$ cat src/rtl/mips_pkg.sv
// Shared types and constants for the memory-port arbiter.
// Holds the arbiter state encoding, default bus widths and owner codes.
package mips_pkg;

  localparam int ADDR_W_DEF = 32;
  localparam int DATA_W_DEF = 32;

  typedef enum logic [1:0] {
    IDLE    = 2'd0,
    BUSY_IF = 2'd1,
    BUSY_DM = 2'd2,
    DONE    = 2'd3
  } arb_state_t;

  localparam logic OWN_IF = 1'b0;
  localparam logic OWN_DM = 1'b1;

endpackage

$ cat src/rtl/arb_watchdog.sv
// Transaction watchdog: counts BUSY cycles since clear and flags the last allowed one.
// expire_o is high for the single cycle in which the count reaches TIMEOUT-1.
module arb_watchdog #(
  parameter int TIMEOUT = 64
) (
  input  logic clk,
  input  logic rst_n,
  input  logic clr_i,
  input  logic en_i,
  output logic expire_o
);

  localparam int CNT_W = $clog2(TIMEOUT);
  localparam logic [CNT_W-1:0] LAST = CNT_W'(TIMEOUT - 1);

  logic [CNT_W-1:0] cnt_q, cnt_d;

  always_comb begin
    cnt_d = cnt_q;
    if (clr_i) begin
      cnt_d = '0;
    end else if (en_i && (cnt_q != LAST)) begin
      cnt_d = cnt_q + 1'b1;
    end
  end

  always_ff @(posedge clk or negedge rst_n) begin
    if (!rst_n) begin
      cnt_q <= '0;
    end else begin
      cnt_q <= cnt_d;
    end
  end

  assign expire_o = en_i & ~clr_i & (cnt_q == LAST);

endmodule

$ cat src/rtl/mem_port_arbiter.sv
// Shares one variable-latency memory between instruction fetch and data access.
// Data wins ties, but fetch is guaranteed a grant after STARVE_MAX back-to-back data grants.
//
// state   | meaning
// IDLE    | no transaction; pick a requester and latch its command
// BUSY_IF | fetch in flight, waiting for mem_ready or watchdog
// BUSY_DM | load/store in flight, waiting for mem_ready or watchdog
// DONE    | one-cycle ack (and err) to the owner, requests ignored
module mem_port_arbiter
  import mips_pkg::*;
#(
  parameter int ADDR_W     = ADDR_W_DEF,
  parameter int DATA_W     = DATA_W_DEF,
  parameter int TIMEOUT    = 64,
  parameter int STARVE_MAX = 4
) (
  input  logic              clk,
  input  logic              rst_n,
  input  logic              if_req,
  input  logic [ADDR_W-1:0] if_addr,
  output logic [DATA_W-1:0] if_rdata,
  output logic              if_ack,
  input  logic              dm_read,
  input  logic              dm_write,
  input  logic [ADDR_W-1:0] dm_addr,
  input  logic [DATA_W-1:0] dm_wdata,
  output logic [DATA_W-1:0] dm_rdata,
  output logic              dm_ack,
  output logic              err,
  output logic              mem_en,
  output logic              mem_we,
  output logic [ADDR_W-1:0] mem_addr,
  output logic [DATA_W-1:0] mem_wdata,
  input  logic [DATA_W-1:0] mem_rdata,
  input  logic              mem_ready,
  output logic              stall_if,
  output logic              stall_mem
);

  localparam int STRK_W = $clog2(STARVE_MAX + 1);
  localparam logic [STRK_W-1:0] STRK_MAX = STRK_W'(STARVE_MAX);

  arb_state_t        state_q, state_d;
  logic              owner_q, owner_d;
  logic              we_q, we_d;
  logic              err_pend_q, err_pend_d;
  logic [ADDR_W-1:0] addr_q, addr_d;
  logic [DATA_W-1:0] wdata_q, wdata_d;
  logic [STRK_W-1:0] streak_q, streak_d;
  logic [DATA_W-1:0] if_rdata_q, if_rdata_d;
  logic [DATA_W-1:0] dm_rdata_q, dm_rdata_d;
  logic              if_ack_q, if_ack_d;
  logic              dm_ack_q, dm_ack_d;
  logic              err_q, err_d;
  logic              dm_pend, busy, wdog_expire;

  assign dm_pend = dm_read | dm_write;
  assign busy    = (state_q == BUSY_IF) || (state_q == BUSY_DM);

  arb_watchdog #(.TIMEOUT(TIMEOUT)) u_wdog (
    .clk      (clk),
    .rst_n    (rst_n),
    .clr_i    (~busy),
    .en_i     (busy),
    .expire_o (wdog_expire)
  );

  always_comb begin
    state_d    = state_q;
    owner_d    = owner_q;
    we_d       = we_q;
    err_pend_d = err_pend_q;
    addr_d     = addr_q;
    wdata_d    = wdata_q;
    streak_d   = streak_q;
    if_rdata_d = if_rdata_q;
    dm_rdata_d = dm_rdata_q;
    if_ack_d   = 1'b0;
    dm_ack_d   = 1'b0;
    err_d      = 1'b0;
    case (state_q)
      IDLE: begin
        if (dm_pend && !((streak_q == STRK_MAX) && if_req)) begin
          state_d    = BUSY_DM;
          owner_d    = OWN_DM;
          addr_d     = dm_addr;
          wdata_d    = dm_wdata;
          we_d       = dm_write;
          // read+write together is executed as a store but reported as an error
          err_pend_d = dm_read & dm_write;
          if (!if_req) begin
            streak_d = '0;
          end else if (streak_q != STRK_MAX) begin
            streak_d = streak_q + 1'b1;
          end
        end else if (if_req) begin
          state_d    = BUSY_IF;
          owner_d    = OWN_IF;
          addr_d     = if_addr;
          wdata_d    = '0;
          we_d       = 1'b0;
          err_pend_d = 1'b0;
          streak_d   = '0;
        end
      end
      BUSY_IF, BUSY_DM: begin
        if (mem_ready) begin
          state_d = DONE;
          if (owner_q == OWN_IF) begin
            if_rdata_d = mem_rdata;
          end else if (!we_q) begin
            dm_rdata_d = mem_rdata;
          end
        end else if (wdog_expire) begin
          state_d    = DONE;
          err_pend_d = 1'b1;
          if (owner_q == OWN_IF) begin
            if_rdata_d = '0;
          end else begin
            dm_rdata_d = '0;
          end
        end
        if (state_d == DONE) begin
          if_ack_d = (owner_q == OWN_IF);
          dm_ack_d = (owner_q == OWN_DM);
          err_d    = err_pend_d;
        end
      end
      DONE: begin
        state_d = IDLE;
      end
      default: begin
        state_d = IDLE;
      end
    endcase
  end

  always_ff @(posedge clk or negedge rst_n) begin
    if (!rst_n) begin
      state_q    <= IDLE;
      owner_q    <= OWN_IF;
      we_q       <= 1'b0;
      err_pend_q <= 1'b0;
      addr_q     <= '0;
      wdata_q    <= '0;
      streak_q   <= '0;
      if_rdata_q <= '0;
      dm_rdata_q <= '0;
      if_ack_q   <= 1'b0;
      dm_ack_q   <= 1'b0;
      err_q      <= 1'b0;
    end else begin
      state_q    <= state_d;
      owner_q    <= owner_d;
      we_q       <= we_d;
      err_pend_q <= err_pend_d;
      addr_q     <= addr_d;
      wdata_q    <= wdata_d;
      streak_q   <= streak_d;
      if_rdata_q <= if_rdata_d;
      dm_rdata_q <= dm_rdata_d;
      if_ack_q   <= if_ack_d;
      dm_ack_q   <= dm_ack_d;
      err_q      <= err_d;
    end
  end

  assign mem_en    = busy;
  assign mem_we    = busy & we_q;
  assign mem_addr  = addr_q;
  assign mem_wdata = wdata_q;
  assign if_rdata  = if_rdata_q;
  assign dm_rdata  = dm_rdata_q;
  assign if_ack    = if_ack_q;
  assign dm_ack    = dm_ack_q;
  assign err       = err_q;
  assign stall_if  = if_req & ~if_ack_q;
  assign stall_mem = dm_pend & ~dm_ack_q;

endmodule

$ cat config.mk
export PLATFORM = sky130hd
export DESIGN_NAME = mem_port_arbiter
export DESIGN_NICKNAME = d
export VERILOG_FILES = /design/src/rtl/mips_pkg.sv /design/src/rtl/arb_watchdog.sv /design/src/rtl/mem_port_arbiter.sv
export SDC_FILE = /design/constraint.sdc
export NUM_CORES = 1
export LEC_CHECK = 0
export BUFFER_PORTS_ARGS = -buffer_cell sky130_fd_sc_hd__clkbuf_2
export CELL_PAD_IN_SITES_DETAIL_PLACEMENT = 0
export CELL_PAD_IN_SITES_GLOBAL_PLACEMENT = 2
export CORE_UTILIZATION = 32
export CTS_BUF_LIST = sky130_fd_sc_hd__clkbuf_8
export CTS_CLUSTER_SIZE = 10
export DETAILED_ROUTE_END_ITERATION = 6
export GPL_TIMING_DRIVEN = 0
export PLACE_DENSITY_LB_ADDON = 0.1
export SYNTH_ARGS = -nofsm -noshare
export SYNTH_HDL_FRONTEND = slang
export SYNTH_HIERARCHICAL = 1
export SYNTH_SLANG_ARGS = --single-unit
$ cat constraint.sdc
create_clock -name clk -period 5.35 [get_ports clk]
set_input_delay 0.2675 -clock clk [delete_from_list [all_inputs] [get_ports clk]]
set_output_delay 0.2675 -clock clk [all_outputs]
set_load 0.01 [all_outputs]
# Word-level counts from Yosys, hierarchy flattened
# Cells that the tools add are included.
# Widths: inputs -> output; s select.
[totals]
regBits = 145
latch_bits = 0
ram_bits = 0
rom_bits = 0
input_bits = 134
out_inout_bits = 135
elab_cells = 89
memories = 0
[op_classes]
add_sub_neg = 2
mul = 0
n_div = 0
order_cmp = 0
n_eq_ne = 12
shift = 0
muxes = 38
n_bitwise = 9
reduce_logical = 15
[ops]
columns = ["op", "count"]
rows = [
  ["$mux 32", 13],
  ["$mux 1", 12],
  ["$mux 3", 4],
  ["$mux 6", 2],
  ["$mux 2", 5],
  ["$add 6x1->6 const B", 1],
  ["$eq 2x2->1 const B", 3],
  ["$eq 6x6->1 const B", 1],
  ["$ne 3x3->1 const B", 2],
  ["$ne 6x6->1 const B", 1],
  ["$pmux 2 s3", 1],
  ["$reduce_and 3->1", 2],
  ["$reduce_bool 2->1", 3],
  ["$and 1x1->1", 5],
  ["$reduce_and 2->1", 2],
  ["$reduce_and 4->1", 1],
  ["$add 3x1->3 const B", 1],
  ["$eq 3x3->1 const B", 1],
  ["$logic_and 1x1->1", 3],
  ["$ne 3x2->1 const B", 1],
  ["$not 1->1", 3],
  ["$eq 2x1->1 const B", 1],
  ["$logic_not 2->1", 1],
  ["$ne 2x1->1 const B", 1],
  ["other kinds (6)", 6],
]

# Depth between registers and ports, before layout
# Gate-level depths: netlist of run 1.
[depth]
depth_word = 9
mapped_depth = 10
ltp_nobuf = 7

# Hierarchy
# Netlist of run 1, hierarchy kept.
[by_module_without_submodules]
columns = ["mod", "n_inst", "cells_per_inst", "area_each_um2", "seq_area_each_um2"]
rows = [
  ["mem_port_arbiter", 1, 459, 5545.3, 3478.3],
  ["arb_watchdog", 1, 42, 400.4, 150.1],
]

# Worst setup path before layout of run 1
# No wires, ideal clock.
[synth_path]
path_type = "flip-flop to flip-flop"
from = "register state_q[0]"
to = "register if_rdata_q[10], in the netlist if_rdata[10]"
t_arrival_ps = 2175
setup_slack_ps = 3054
stages_incl_launch_ff = 11
synth_period_minus_slack_ps = 2296
cell_sequence = "dfrtp_1 inv_1 ha_1 inv_2 buf_6 nor3_1 nor2_1 or3_1 buf_2 buf_6 a22o_1"
[synth_between]
elab_chain_len = 5
[synth_lines]
columns = ["element", "line_no", "source"]
rows = [
  ["start, declared", "mem_port_arbiter.sv:43", "arb_state_t state_q, state_d;"],
  ["start signal, assigned", "mem_port_arbiter.sv:153", "state_q <= state_d;"],
  ["$eq 2x1->1 or $eq 2x2->1 (tied branches)", "mem_port_arbiter.sv:58", "assign busy = (state_q == BUSY_IF) || (state_q == BUSY_DM);"],
  ["$logic_or 1x1->1 (*)", "mem_port_arbiter.sv:58", ""],
  ["net mem_en", "mem_port_arbiter.sv:30", "output logic mem_en,"],
  ["$and 1x1->1 (*)", "arb_watchdog.sv:35", "assign expire_o = en_i & ~clr_i & (cnt_q == LAST);"],
  ["net wdog_expire", "mem_port_arbiter.sv:55", "logic dm_pend, busy, wdog_expire;"],
  ["$reduce_bool 2->1 (no line) (*)", "n/a", ""],
  ["$reduce_and 3->1 (no line) (*)", "n/a", ""],
  ["end signal, assigned", "mem_port_arbiter.sv:160", "if_rdata_q <= if_rdata_d;"],
  ["end, declared", "mem_port_arbiter.sv:50", "logic [DATA_W-1:0] if_rdata_q, if_rdata_d;"],
]
# Mark *: on every way through the listed nets, which the timed path passes. The rest lies on a longest branch.
# A chain may end at the register's enable or synchronous reset.

# Final worst setup path of run 1
[layout_path]
from = "register state_q[0]"
to = "register dm_rdata_q[15], in the netlist dm_rdata[15]"
[layout_between]
elab_chain_len = 5
[layout_lines]
columns = ["element", "line_no", "source"]
rows = [
  ["$eq 2x1->1 or $eq 2x2->1 (tied branches)", "mem_port_arbiter.sv:58", ""],
  ["$logic_or 1x1->1 (*)", "mem_port_arbiter.sv:58", ""],
  ["$and 1x1->1 (*)", "arb_watchdog.sv:35", ""],
  ["net wdog_expire", "mem_port_arbiter.sv:55", ""],
  ["$reduce_bool 2->1 (no line) (*)", "n/a", ""],
  ["$reduce_and 4->1 (no line) (*)", "n/a", ""],
  ["end signal, assigned", "mem_port_arbiter.sv:161", "dm_rdata_q <= dm_rdata_d;"],
  ["end, declared", "mem_port_arbiter.sv:51", "logic [DATA_W-1:0] dm_rdata_q, dm_rdata_d;"],
]
# Marks and branches as above.

==> metrics.cfg, run 1 <==
[run_status]
status=complete, but fails checks
violations=design-rule violations

[clock_network]
cts-buffers-inserted=17
root_buffer=clkbuf_8
clkTransAtPathRegs_ns=0.09
ctsLongestPathBuffers=2
h-tree-depth=4
clock_latency_ns=0.44
cts_tree=yes
cts.sinks=145
ctsResizeCount=0

[critical_path]
cp-end-kind=register
worstPathMaxFanout=10
r2r_end=dm_rdata[15]
crit_type=register to register
cp_cell_sequence=inv_1 -> ha_1 -> buf_6 -> nand3_1 -> nor3_1 -> nor2_1 -> a211o_1 -> clkbuf_1 -> a22o_1
reg2reg_depth=9
slowest_stage=ha_1
crit_buf_inv=3
ff2ff_setup_slack_ns=2.67
required_ns=5.67
slowest_delay_ns=0.47
arrival_ns=3.00
startpoint_type=register
timing.rr.start=state_q[0]
crit_family=compound AO/OA/AOI/OAI gates

[route]
ant_nets=0
vias_per_cell=5.09
routed_wl_um=18200
drc=26
vias=5281
drt-initial-drc-count=334
wl_per_cell_um=17.6
first_pass_iters=6

[timing]
worst_slew_margin_rel=0.621
setup_slack_ns=2.67
fin_tns_setup_ns=0
timing.final.crit_share=0.501
hold_viol=0
whs_ns=0.0353
worst-slew-pin-transition_ns=0.565
finalCriticalPeriod_ns=2.68
skew_ns=0.0109
slew_violations=0
fmaxAchievable_ghz=0.373
setup_violations=0
rsz0062_at_grt=false

[global_route]
busiest_layer=met2
grt_overflow=0
met2_usage=0.325
antenna_found_initial=0
track_usage=0.197
grt.met3_usage=0.0648
grt_max_degree=105
grt_pass1_vias=5401
use_met1=0.245
grt_pass1_wl_um=29600

[synthesis]
ys_seq_area_frac=0.610
avgSynthCellArea_um2=11.9
synth-adder-area-share=0.0105
syn_inst=501
synth_seq_cells=145
synth-simple-area-share=0.0648
synth_edf_count=0
syn-num-nets=640
synth_top_family_by_area=compound AO/OA/AOI/OAI gates
synth_cell_types=44
synth_mux_area_frac=0
syn_area_mm2=0.00595
ys_async_sr_fraction=1.00
synth-xor-area-share=0
ys_warn_count=6
synth_compound_area_frac=0.266
synth_ff_type=dfrtp_1

[place]
io_buffers=267
post-place-cells=998
place.gp.congestion=0.734
place_hpwl_um=13200
place_area_mm2=0.00760
post-place-ws_ns=2.66

[min_path]
min_from=dm_wdata[31]
hold_end=mem_wdata[31]
hp-class=input pin to register
hold_depth=2

[floorplanning]
num_rows=49
core_area_mm2=0.0181
initial_core_util=0.329
chipHeight_um=138
ioPinCount=269
dieWidth_um=138
die_area_mm2=0.0191

[pwr]
peakVddDrop_mv=0.226
p_leak_nw=4.07
total_power_mw=4.88
p_per_area_mw_per_mm2=607

[cells_and_area]
final_util=0.444
fill_cells=1763
antennaDiodeCount=0
area_growth_pct=35.1
num-nets-final=934
multi_input_area_mm2=0.00203
design_area_mm2=0.00803
regArea_mm2=0.00363
final_cell_count_no_fill=1037
final_layout_size_suffix_gt1_frac=0.407

[job]
cap_violations=0

[cell type report]
| type | count | share of cell area |
|---|---|---|
| inverter | 10 | 0.00467 |
| sequential | 145 | 0.452 |
| multi-input combinational | 302 | 0.253 |
| timing repair buffer | 275 | 0.180 |
| clock inverter | 15 | 0.0156 |
| buffer | 44 | 0.0310 |
| tap | 229 | 0.0357 |
| clock buffer | 17 | 0.0291 |
[how the worst max path moves through the flow]
stage	startpoint	end	slack (ns)	depth (start not counted)
6_report	state_q[0]	dm_rdata[15]	2.67	9
5_1_grt	state_q[1]	dm_rdata[15]	2.43	9
3_3_place_gp	rst_n	mem_wdata[9]	1.53	1
3_5_place_dp	state_q[1]	dm_rdata[10]	2.66	9
2_1_floorplan	state_q[0]	if_rdata[10]	3.05	10
4_1_cts	state_q[0]	dm_rdata[15]	2.64	9
[flip-flops by register name, indices dropped and copies added (netlist names)]
signal	flops
u_wdog/cnt_q	6
err	1
dm_rdata	32
owner_q	1
we_q	1
if_rdata	32
streak_q	3
state_q	2
err_pend_q	1
dm_ack	1
mem_wdata	32
mem_addr	32
if_ack	1
[layer usage]
metal,part of all wire,routed length (um)
met1,0.43,7820
met2,0.49,8900
met3,0.072,1320
met4,0.011,205
met5,0,0
[repair_timing]
item | CTS | global route
hold endpoints to repair | 41 | 6
setup endpoints to repair | 0 | 0
hold buffers | 1 | 6
buffers inserted | 0 | 0
[kinds of logic after synthesis]
family	count (synthesis)
DFF	145
and+or+nand+nor	74
adders and majority gates	5
AOI/OAI and AO/OA	223
buffers and inverters	54
[cell usage after synthesis (2+ instances only)]
cell type    n  area, um2
buf_6        9        101
nor2_1      38        143
and2_1       2       12.5
nor3b_2      2       25.0
o311ai_1     2       17.5
a2bb2oi_1    3       26.3
dfrtp_1    145       3630
nor3_1       4       20.0
o21ai_0     35        175
a22o_1      97        850
nand3_1      5       25.0
nand2b_1     2       12.5
a31oi_1     35        219
nand2_1      5       18.8
buf_2       13       65.1
nor3b_1      3       22.5
ha_1         5       62.6
a21oi_1     40        200
and3_1       2       12.5
inv_1        9       33.8
clkbuf_1    22       82.6
[cell usage in the layout (no fill, tap or decap), types with 3 or more instances in the layout]
cell type / count
nand2_1: 5
ha_1: 5
buf_2: 13
dlygate4sd3_1: 7
a22o_1: 97
clkbuf_1: 22
clkinvlp_4: 5
nand3_1: 5
buf_6: 9
nor3b_1: 3
nor2_1: 38
dfrtp_1: 145
clkbuf_8: 18
a31oi_1: 35
a2bb2oi_1: 3
clkbuf_2: 266
inv_6: 5
inv_1: 10
nor3_1: 4
a21oi_1: 40
o21ai_0: 35
[report_power, final]
group	leakage, nW	switching, mW	internal, mW
combinational	2.11	1.21	0.986
clock	0.171	0.467	0.333
sequential	1.79	0.290	1.60
total	4.07	1.96	2.91
Note: power is estimated with default switching activity, not from simulation.
==> run 2: changes to the inputs <==
--- a/config.mk
+++ b/config.mk
@@ -8,7 +8,7 @@
 export BUFFER_PORTS_ARGS = -buffer_cell sky130_fd_sc_hd__clkbuf_2
 export CELL_PAD_IN_SITES_DETAIL_PLACEMENT = 0
 export CELL_PAD_IN_SITES_GLOBAL_PLACEMENT = 2
-export CORE_UTILIZATION = 32
+export CORE_UTILIZATION = 26
 export CTS_BUF_LIST = sky130_fd_sc_hd__clkbuf_8
 export CTS_CLUSTER_SIZE = 10
 export DETAILED_ROUTE_END_ITERATION = 6
==> constraint.sdc (replaced) <==
create_clock -name clk -period 2.27 [get_ports clk]
set_input_delay 0.1135 -clock clk [delete_from_list [all_inputs] [get_ports clk]]
set_output_delay 0.1135 -clock clk [all_outputs]
set_load 0.01 [all_outputs]
==> run 2 against run 1 <==
The run now ends clean; combinational power grew to 2.7 times the previous value; routed wire length is 14% higher; count of clock-buffer cells in the layout is 2 higher; fmax rose by 20%; clock skew grew 0.0064 ns; largest power group unchanged.
==> metrics.cfg, run 2 (synthesis results as in run 1) <==
[route]
vias_per_cell=4.78  ; -6.1%
vias=5888  ; +11%
wl_per_cell_um=16.9  ; -4.1%
first_pass_iters=6  ; unchanged
drc=0  ; -100%
routed_wl_um=20800  ; +14%
drt-initial-drc-count=211  ; -37%
ant_nets=0  ; unchanged

[global_route]
grt_overflow=0  ; unchanged
antenna_found_initial=0  ; unchanged
grt_pass1_vias=6029  ; +12%
track_usage=0.178  ; -0.0193
grt_max_degree=80  ; -24%
grt_pass1_wl_um=32700  ; +10%

[critical_path]
cp_cell_sequence=inv_2 -> ha_4 -> buf_6 -> inv_8 -> buf_6 -> nor3_4 -> nor2_4 -> or3_4 -> buf_8 -> buf_8 -> a22o_1
ff2ff_setup_slack_ns=0.03  ; -2.64 ns
worstPathMaxFanout=6  ; -4
slowest_stage=dfrtp_1
reg2reg_depth=11  ; +2
cp-end-kind=register
crit_buf_inv=6  ; +3
startpoint_type=register
required_ns=2.59  ; -3.08 ns
startpoint=state_q[0]
crit_family=simple AND/OR/NAND/NOR gates
arrival_ns=2.56  ; -0.44 ns
slowest_delay_ns=0.39  ; -0.08 ns
crit_type=register to register
r2r_end=if_rdata[22]
timing.rr.start=state_q[0]

[floorplanning]
initial_core_util=0.269  ; -0.0596
die_area_mm2=0.0235  ; +23%
chipHeight_um=153  ; +11%
core_area_mm2=0.0221  ; +22%
ioPinCount=269  ; unchanged
num_rows=54  ; +10%
dieWidth_um=153  ; +11%

[clock_network]
ctsLongestPathBuffers=2  ; unchanged
cts-buffers-inserted=17  ; unchanged
clock_latency_ns=0.45  ; about the same
cts_tree=yes
root_buffer=clkbuf_8
cts.sinks=145  ; unchanged
clkTransAtPathRegs_ns=0.08  ; about the same
h-tree-depth=4  ; unchanged

[cells_and_area]
fill_cells=2145  ; +22%
area_growth_pct=61.8
antennaDiodeCount=0  ; unchanged
final_layout_size_suffix_gt1_frac=0.376  ; -0.0307
final_common_cell=clkbuf_2
final_cell_mix=266 x clkbuf_2, 145 x dfrtp_1, 132 x dlygate4sd3_1, 97 x a22o_1, 40 x a21oi_1
num-nets-final=1077  ; +15%
final_util=0.435  ; -0.00871

[pwr]
seqPwrFrac=0.361  ; -0.025
p_per_area_mw_per_mm2=1290  ; +110%
switchingPower_mw=4.91  ; +150%
pwr-share-clk=0.159  ; -0.005
peakVddDrop_mv=0.493  ; +120%
p_leak_nw=4.74  ; +16%
p_comb_frac=0.480  ; +0.030
power.internal_mw=7.51  ; +160%
power.share.switching=0.395  ; -0.00720

[place]
post-place-ws_ns=-0.455  ; -3.11 ns
io_buffers=267  ; unchanged
place_hpwl_um=14100  ; +6.8%
place.gp.congestion=0.760  ; +3.6%

[timing]
skew_ns=0.0172  ; +0.00635 ns
worst_slew_margin_rel=0.600  ; -0.0209
setup_violations=0  ; unchanged
setup_slack_ns=0.0282  ; -2.64 ns
rsz0062_at_grt=true
worst-slew-pin-transition_ns=0.600  ; +0.0348 ns
finalCriticalPeriod_ns=2.24  ; -0.438 ns
timing.final.crit_share=0.988  ; +0.487
hold_viol=0  ; unchanged
whs_ns=0.105  ; +0.0696 ns
slew_violations=0  ; unchanged
fmaxAchievable_ghz=0.446  ; +20%

[min_path]
min_from=mem_ready
hp-class=input pin to register
hold_end=err
hold_depth=3  ; +1

[run_status]
status=finished clean

[job]
cap_violations=0  ; unchanged

==> run 2: cell types whose count changed in the layout (fill, tap and decap cells not counted), sizes merged <==
| cell | delta |
|---|---|
| clkbuf | +3 |
| clkinvlp | -2 |
| buf | +17 |
| dlygate4sd3 | +125 |
==> run 2: final cells by class <==
| class | instances | area, um2 | share of cell area |
|---|---|---|---|
| flip-flops and latches | 145 | 3630 | 0.377 |
| repair buffers | 419 | 2870 | 0.298 |
| multi-input cells | 302 | 2090 | 0.217 |
| well taps | 280 | 350 | 0.0364 |
| plain buffers | 43 | 263 | 0.0273 |
| clock buffers | 19 | 262 | 0.0272 |
| clock inverters | 13 | 115 | 0.0120 |
| inverters | 10 | 45.0 | 0.00468 |
==> run 2: what timing repair did <==
action | CTS | global route
setup endpoints to repair | 64 | 62
pin swaps | 2 | 3
hold buffers | 132 | 0
gates resized for setup | 15 | 11
endpoints found under the hold margin | 197 | 0
cloned | 0 | 1
buffers inserted | 5 | 13
==> run 2: routing by layer <==
metal,part of all wire,GRT usage
met1,0.43,0.221
met2,0.49,0.299
met3,0.059,0.0465
met4,0.014,0.0558
met5,0,0
==> run 2: power by group through the flow <==
stage / logic [mW] / clock network (mW) / registers (mW)
after floorplan: 2.61 / 0 / 4.92
after global placement: 5.22 / 0 / 4.47
after detailed placement: 5.29 / 0 / 4.48
after CTS: 5.67 / 2.06 / 4.47
after global routing: 6.50 / 2.17 / 4.63
final: 5.96 / 1.97 / 4.48
==> run 2: stage by stage <==
| step | instances | setup TNS, ns | total power [mW] | area (um2) |
|---|---|---|---|---|
| 2_1_floorplan | 501 | 0 | 7.53 | 5950 |
| 3_3_place_gp | 1048 | -241.82 | 9.70 | 7630 |
| 3_5_place_dp | 1049 | -24.44 | 9.78 | 7670 |
| 4_1_cts | 1218 | 0 | 12.2 | 9450 |
| 5_1_grt | 1231 | -1.40 | 13.3 | 9620 |
| 6_report | 1231 | 0 | 12.4 | 9620 |
==> run 2: worst min-delay path: stages <==
cell      delay (ns)
clkbuf_2        0.17
nand2b_1        0.16
a21oi_1         0.07
==> run 2: how the worst max path moves through the flow <==
stage	to	slack, ns	cells past startpoint
after global routing	if_rdata[22]	-0.04	11
after global placement	mem_wdata[19]	-1.54	1
final	if_rdata[22]	0.03	11
after CTS	mem_addr[28]	0.001	7
after floorplan	if_rdata[10]	0.03	10
after detailed placement	dm_rdata[13]	-0.46	9
